<file path="config.mk">
export PLATFORM = sky130hd
export DESIGN_NAME = pe_array_wrapper
export DESIGN_NICKNAME = d
export VERILOG_FILES = /design/src/rtl/pe_array_wrapper.sv
export SDC_FILE = /design/constraint.sdc
export NUM_CORES = 2
export LEC_CHECK = 0
export BUFFER_PORTS_ARGS = -buffer_cell sky130_fd_sc_hd__buf_4
export CAP_MARGIN = 20
export CELL_PAD_IN_SITES_DETAIL_PLACEMENT = 0
export CELL_PAD_IN_SITES_GLOBAL_PLACEMENT = 1
export CORE_MARGIN = 4
export CORE_UTILIZATION = 30
export CTS_CLUSTER_SIZE = 10
export DETAILED_ROUTE_END_ITERATION = 8
export PLACE_DENSITY = 0.52
export SETUP_SLACK_MARGIN = 0.02
export SKIP_LAST_GASP = 1
export SLEW_MARGIN = 30
export SYNTH_ARGS = -nofsm -noshare
export SYNTH_HDL_FRONTEND = slang
export SYNTH_SLANG_ARGS = --single-unit
</file>
<file path="constraint.sdc">
create_clock -name clk -period 16.5 [get_ports clk]
set_clock_uncertainty 0.05 [all_clocks]
set_input_delay 2.475 -clock clk [delete_from_list [all_inputs] [get_ports clk]]
set_output_delay 2.475 -clock clk [all_outputs]
set_load 0.005 [all_outputs]
</file>
<file path="src/rtl/pe_array_wrapper.sv">
// Weight-stationary KxK MAC array: loads one weight row per cycle, then streams skewed row dot-products.
// Optional PE_SIGNED_ARITH_EN selects two's-complement data, weights and results.
module pe_array_wrapper #(
    parameter int KERNEL_SIZE  = 3,
    parameter int DATA_WIDTH   = 8,
    parameter int WEIGHT_WIDTH = 8
) (
    input  logic                                             clk,
    input  logic                                             rstn,
    input  logic                                             en,
    input  logic [DATA_WIDTH*KERNEL_SIZE-1:0]                dataIn,
    input  logic [WEIGHT_WIDTH*KERNEL_SIZE*KERNEL_SIZE-1:0]  weightsIn,
    output logic [(DATA_WIDTH+WEIGHT_WIDTH+KERNEL_SIZE)*KERNEL_SIZE-1:0] dataOut,
    output logic                                             dataOut_done,
    output logic                                             ready
);
    localparam int K             = KERNEL_SIZE;
    localparam int PRODUCT_WIDTH = DATA_WIDTH + WEIGHT_WIDTH;
    localparam int SUM_WIDTH     = PRODUCT_WIDTH + KERNEL_SIZE;
    localparam int CNT_W         = (K > 1) ? $clog2(K) : 1;

    localparam logic [0:0] ST_LOAD = 1'b0;
    localparam logic [0:0] ST_RUN  = 1'b1;

    logic [0:0]              state;
    logic [CNT_W-1:0]        r_cnt;
    logic [WEIGHT_WIDTH-1:0] w_q [K][K];
    logic [DATA_WIDTH-1:0]   d_q [K][K];
    logic [K-1:0]            v_q;
    logic [SUM_WIDTH-1:0]    s_q [K];
    logic [K-1:0]            sv_q;
    logic [SUM_WIDTH-1:0]    mac [K];

    // Operands are widened to SUM_WIDTH before multiplying, so the low bits are exact in both modes.
    function automatic logic [SUM_WIDTH-1:0] ext_w(input logic [WEIGHT_WIDTH-1:0] x);
`ifdef PE_SIGNED_ARITH_EN
        return {{(SUM_WIDTH-WEIGHT_WIDTH){x[WEIGHT_WIDTH-1]}}, x};
`else
        return {{(SUM_WIDTH-WEIGHT_WIDTH){1'b0}}, x};
`endif
    endfunction

    function automatic logic [SUM_WIDTH-1:0] ext_d(input logic [DATA_WIDTH-1:0] x);
`ifdef PE_SIGNED_ARITH_EN
        return {{(SUM_WIDTH-DATA_WIDTH){x[DATA_WIDTH-1]}}, x};
`else
        return {{(SUM_WIDTH-DATA_WIDTH){1'b0}}, x};
`endif
    endfunction

    assign ready = (state == ST_RUN);

    always_ff @(posedge clk or negedge rstn) begin
        if (!rstn) begin
            state <= ST_LOAD;
            r_cnt <= '0;
            for (int unsigned r = 0; r < K; r++)
                for (int unsigned c = 0; c < K; c++)
                    w_q[r][c] <= '0;
        end else if (state == ST_LOAD) begin
            for (int unsigned c = 0; c < K; c++)
                w_q[r_cnt][c] <= weightsIn[(int'(r_cnt)*K + int'(c))*WEIGHT_WIDTH +: WEIGHT_WIDTH];
            if (r_cnt == CNT_W'(K-1)) begin
                state <= ST_RUN;
            end else begin
                r_cnt <= r_cnt + 1'b1;
            end
        end
    end

    always_ff @(posedge clk or negedge rstn) begin
        if (!rstn) begin
            v_q  <= '0;
            sv_q <= '0;
            for (int unsigned r = 0; r < K; r++) begin
                s_q[r] <= '0;
                for (int unsigned c = 0; c < K; c++)
                    d_q[r][c] <= '0;
            end
        end else begin
            v_q[0] <= en & ready;
            for (int unsigned c = 0; c < K; c++)
                d_q[0][c] <= dataIn[c*DATA_WIDTH +: DATA_WIDTH];
            for (int unsigned r = 1; r < K; r++) begin
                v_q[r] <= v_q[r-1];
                for (int unsigned c = 0; c < K; c++)
                    d_q[r][c] <= d_q[r-1][c];
            end
            for (int unsigned r = 0; r < K; r++)
                s_q[r] <= mac[r];
            sv_q <= v_q;
        end
    end

    always_comb begin
        for (int unsigned r = 0; r < K; r++) begin
            mac[r] = '0;
            for (int unsigned c = 0; c < K; c++)
                mac[r] = mac[r] + ext_w(w_q[r][c]) * ext_d(d_q[r][c]);
        end
    end

    always_comb begin
        dataOut = '0;
        for (int unsigned r = 0; r < K; r++)
            dataOut[r*SUM_WIDTH +: SUM_WIDTH] = sv_q[r] ? s_q[r] : '0;
    end

    assign dataOut_done = |sv_q;

endmodule

</file>
==> metrics.md <==
| Metric | Value |
|---|---|
| Worst hold stages | `0` |
| Synth warnings | `0` |
| Routed vias | `~19000` |
| Core region area | `90400 sq um` |
| Hold worst-path end | `sv_q[0]` |
| Antenna violations before repair | `9` |
| Drt wl/cell | `19.3 um` |
| Post-cts resize count | `0` |
| Crit-path slowest cell | `dfrtp_1` |
| Clock transition at path regs | `0.05 ns` |
| Slew Limit Headroom | `0.296` |
| Area delta synth->final | `13.5%` |
| RSZ-0062 raised after global routing | `false` |
| Flop-to-flop setup slack | `a little under 10 ns` |
| H-tree levels | `2` |
| Commonest non-fill, non-tap cell in the layout | `inv_1` |
| Worst skew pair latency | `about 0.56 ns` |
| Synth Area in Adders | `0.489` |
| Grt peak-use layer | `met2` |
| Worst setup EP type | `register` |
| GR met2 Demand/Resource | `0.274` |
| Sequential share of the synthesized area | `0.187` |
| Root Buffer | `clkbuf_16` |
| Compound-Gate Fraction of Synth Area | `0.0424` |
| Post-synthesis cell area | `27500 sq um` |
| Mean Syn Cell Area | `9.80 sq um` |
| Final Hold Fails | `0` |
| TritonCTS buffer count | `34` |
| Setup Fix Bufs, Post-CTS | `0` |
| CTS Sinks | `205` |
| # IOs | `~160` |
| DR DRC count | `0` |
| Vias in the first global route | `20907` |
| Setup crit start kind | `register` |
| DP HPWL | `around 67 mm` |
| Crit path DAT | `between 7 and 8 ns` |
| Full die area | `96400 sq um` |
| Grt met1 use | `0.239` |
| Die Y | `311 um` |
| Pre-Repair DR Iteration Count | `5` |
| NumNets Final | `~3800` |
| Starting Density | `0.304` |
| Final worst-path cycle share | `0.410` |
| Area of the multi-input gates | `between 15000 and 20000 sq um` |
| Cell count after synthesis | `2801` |
| Layout cells sized above 1 | `0.0824` |
| Largest net degree at the start of global routing | `slightly below 90` |
| CTS Buffer Depth | `3` |
| Synth Flop Type | `dfrtp_1` |
| Port Buf Inserts | `between 150 and 200` |
| CP max FO | `9` |
| ANT nets after route | `0` |
| FF-to-FF Start | `d_q[40]` |
| Cell Rows | `110` |
| CTS tree | `built` |
| Final WL | `approximately 80 mm` |
| Overall Global Routing Usage | `0.172` |
| Distinct cells, synth | `56` |
| Worst-margin pin slew | `roughly 1.1 ns` |
| Fmax | `approximately 0.15 GHz` |
| Grt total ovfl | `0` |
| M3 GR Usage | `0.0381` |
| First-pass GRT wire length | `around 130 mm` |
| Critical-path cell list | `and2_1 -> fa_1 -> ha_1 -> inv_1 -> fa_1 -> inv_1 -> fa_1 -> fa_1 -> inv_1 -> fa_1 -> inv_1 -> fa_1 -> inv_1 -> fa_1 -> nand2b_1 -> a21oi_1 -> o211ai_1 -> a31oi_1 -> mux2i_1 -> a2111o_1` |
| Final Max Tran Viols | `0` |
| Worst Path Required | `~17 ns` |
| EDFF count, synth | `0` |
| Setup TNS | `0 ns` |
| MaxCap Viol Count | `0` |
| Worst R2R End | `s_q[36]` |
| Tightest Hold Check Type | `register to register` |
| WS Path Type | `register to register` |
| Routability-driven placement congestion ratio | `between 0.8 and 0.9` |
| Mux contribution to synthesized area | `0.0131` |
| Worst Reg-to-Reg Cells | `20` |
| Minimum clock period | `~6.8 ns` |
| Commonest cells after routing, fill and taps aside | `inv_1, fa_1, and2_1` |
| Status | `completed` |
| Most used cell, CP | `fa_1` |
| Die X | `around 310 um` |
| Xor and xnor area share after synthesis | `0.0108` |
| First-iteration detailed-routing DRC count | `~840` |
| Setup violators final | `0` |
| FFs w/ async S/R, synth | `1.00` |
| Critical Path Max Stage Delay | `between 0.6 and 0.7 ns` |
| Routed vias/inst | `roughly 4.5` |
| Largest family of logic cells by synthesized area | `adder cells` |
| Register Area | `a little over 5000 sq um` |
| HP Start | `v_q[0]` |
| Hold_buf cts | `0` |
| Fill count | `around 9300` |
| Simple logic cell fraction of the synthesized area | `0.154` |
| Yosys reg bits | `a little over 200` |
-- critical path: cells and delay by family, from the launching register on --
family	cells	cell delay, ns
AO/OA/AOI/OAI	4	1.22
buffers and inverters	5	0.26
AND/OR/NAND/NOR	2	0.47
adder cells (fa/ha/maj)	8	3.89
multiplexers	1	0.14
flip-flops	1	0.63
-- kinds of logic after synthesis --
logic type                 after synthesis
and+or+nand+nor                        808
adders and majority gates              784
buffers and inverters                  752
DFF                                    205
AOI/OAI and AO/OA                      191
xor gates and xnor gates                34
muxes                                   26
other                                    1
-- synthesized netlist by cell type (3+ instances only) --
| cell | instances | area, sq um |
|---|---|---|
| a211oi_1 | 3 | 22.5 |
| a21o_1 | 11 | 82.6 |
| a21oi_1 | 34 | 170 |
| a31oi_1 | 17 | 106 |
| and2_1 | 432 | 2700 |
| buf_2 | 9 | 45.0 |
| buf_4 | 3 | 22.5 |
| clkbuf_1 | 41 | 154 |
| dfrtp_1 | 205 | 5130 |
| fa_1 | 483 | 9670 |
| ha_1 | 301 | 3770 |
| inv_1 | 696 | 2610 |
| mux2i_1 | 18 | 180 |
| mux4_2 | 8 | 180 |
| nand2_1 | 290 | 1090 |
| nand2b_1 | 18 | 113 |
| nand3_1 | 4 | 20.0 |
| nand4_1 | 4 | 25.0 |
| nor2_1 | 44 | 165 |
| nor2b_1 | 4 | 25.0 |
| o21a_1 | 7 | 52.6 |
| o21ai_0 | 63 | 315 |
| o21ai_1 | 30 | 150 |
| or3_1 | 3 | 18.8 |
| xnor2_1 | 28 | 245 |
| xor2_1 | 6 | 52.6 |
-- per-stage QoR --
step / area [sq um] / instances / hold WS, ns / worst slack (ns) / util
2_1_floorplan: 27500 / 2803 / 0.281 / 10.69 / -
3_3_place_gp: 30000 / 4088 / 0.282 / 9.81 / 0.331
3_5_place_dp: 30000 / 4088 / 0.311 / 9.79 / 0.332
4_1_cts: 31100 / 4148 / 0.323 / 9.75 / 0.344
5_1_grt: 31200 / 4149 / 0.324 / 9.47 / 0.345
6_report: 31200 / 4150 / 0.316 / 9.73 / 0.345
-- worst max-delay path by stage --
| stage | from | end | cells past startpoint | slack, ns |
|---|---|---|---|---|
| detailed placement | d_q[41] | s_q[36] | 20 | 9.79 |
| CTS | d_q[41] | s_q[36] | 20 | 9.75 |
| floorplan | w_q[46] | s_q[36] | 19 | 10.69 |
| global placement | d_q[41] | s_q[36] | 20 | 9.81 |
| finish | d_q[40] | s_q[36] | 20 | 9.73 |
| global route | d_q[41] | s_q[36] | 20 | 9.47 |
-- cell type report --
class | instances | area share
antenna | 1 | 0.0000803
clock buffer | 46 | 0.0310
clock inverter | 14 | 0.00502
inverter | 697 | 0.0840
multi-input combinational | 1846 | 0.627
sequential | 205 | 0.165
tap | 1176 | 0.0472
timing repair buffer | 165 | 0.0408
-- registers in the layout, indices dropped and copies added, names as in the netlist --
name / cells
sv_q: 3
ready: 1
s_q: 54
d_q: 72
w_q: 72
v_q: 1
r_cnt: 2
-- layer usage --
metal | wire (um) | vias up | share of wire
met5 | 0 | - | 0
met3 | 4760 | 97 | 0.059
met4 | 2130 | 0 | 0.027
li1 | - | 8626 | -
met1 | 37200 | 9431 | 0.46
met2 | 36000 | 405 | 0.45
Power is left out: the tool's default activity adds up to more than one toggle a clock period on the data nets, which glitch-free logic cannot reach.
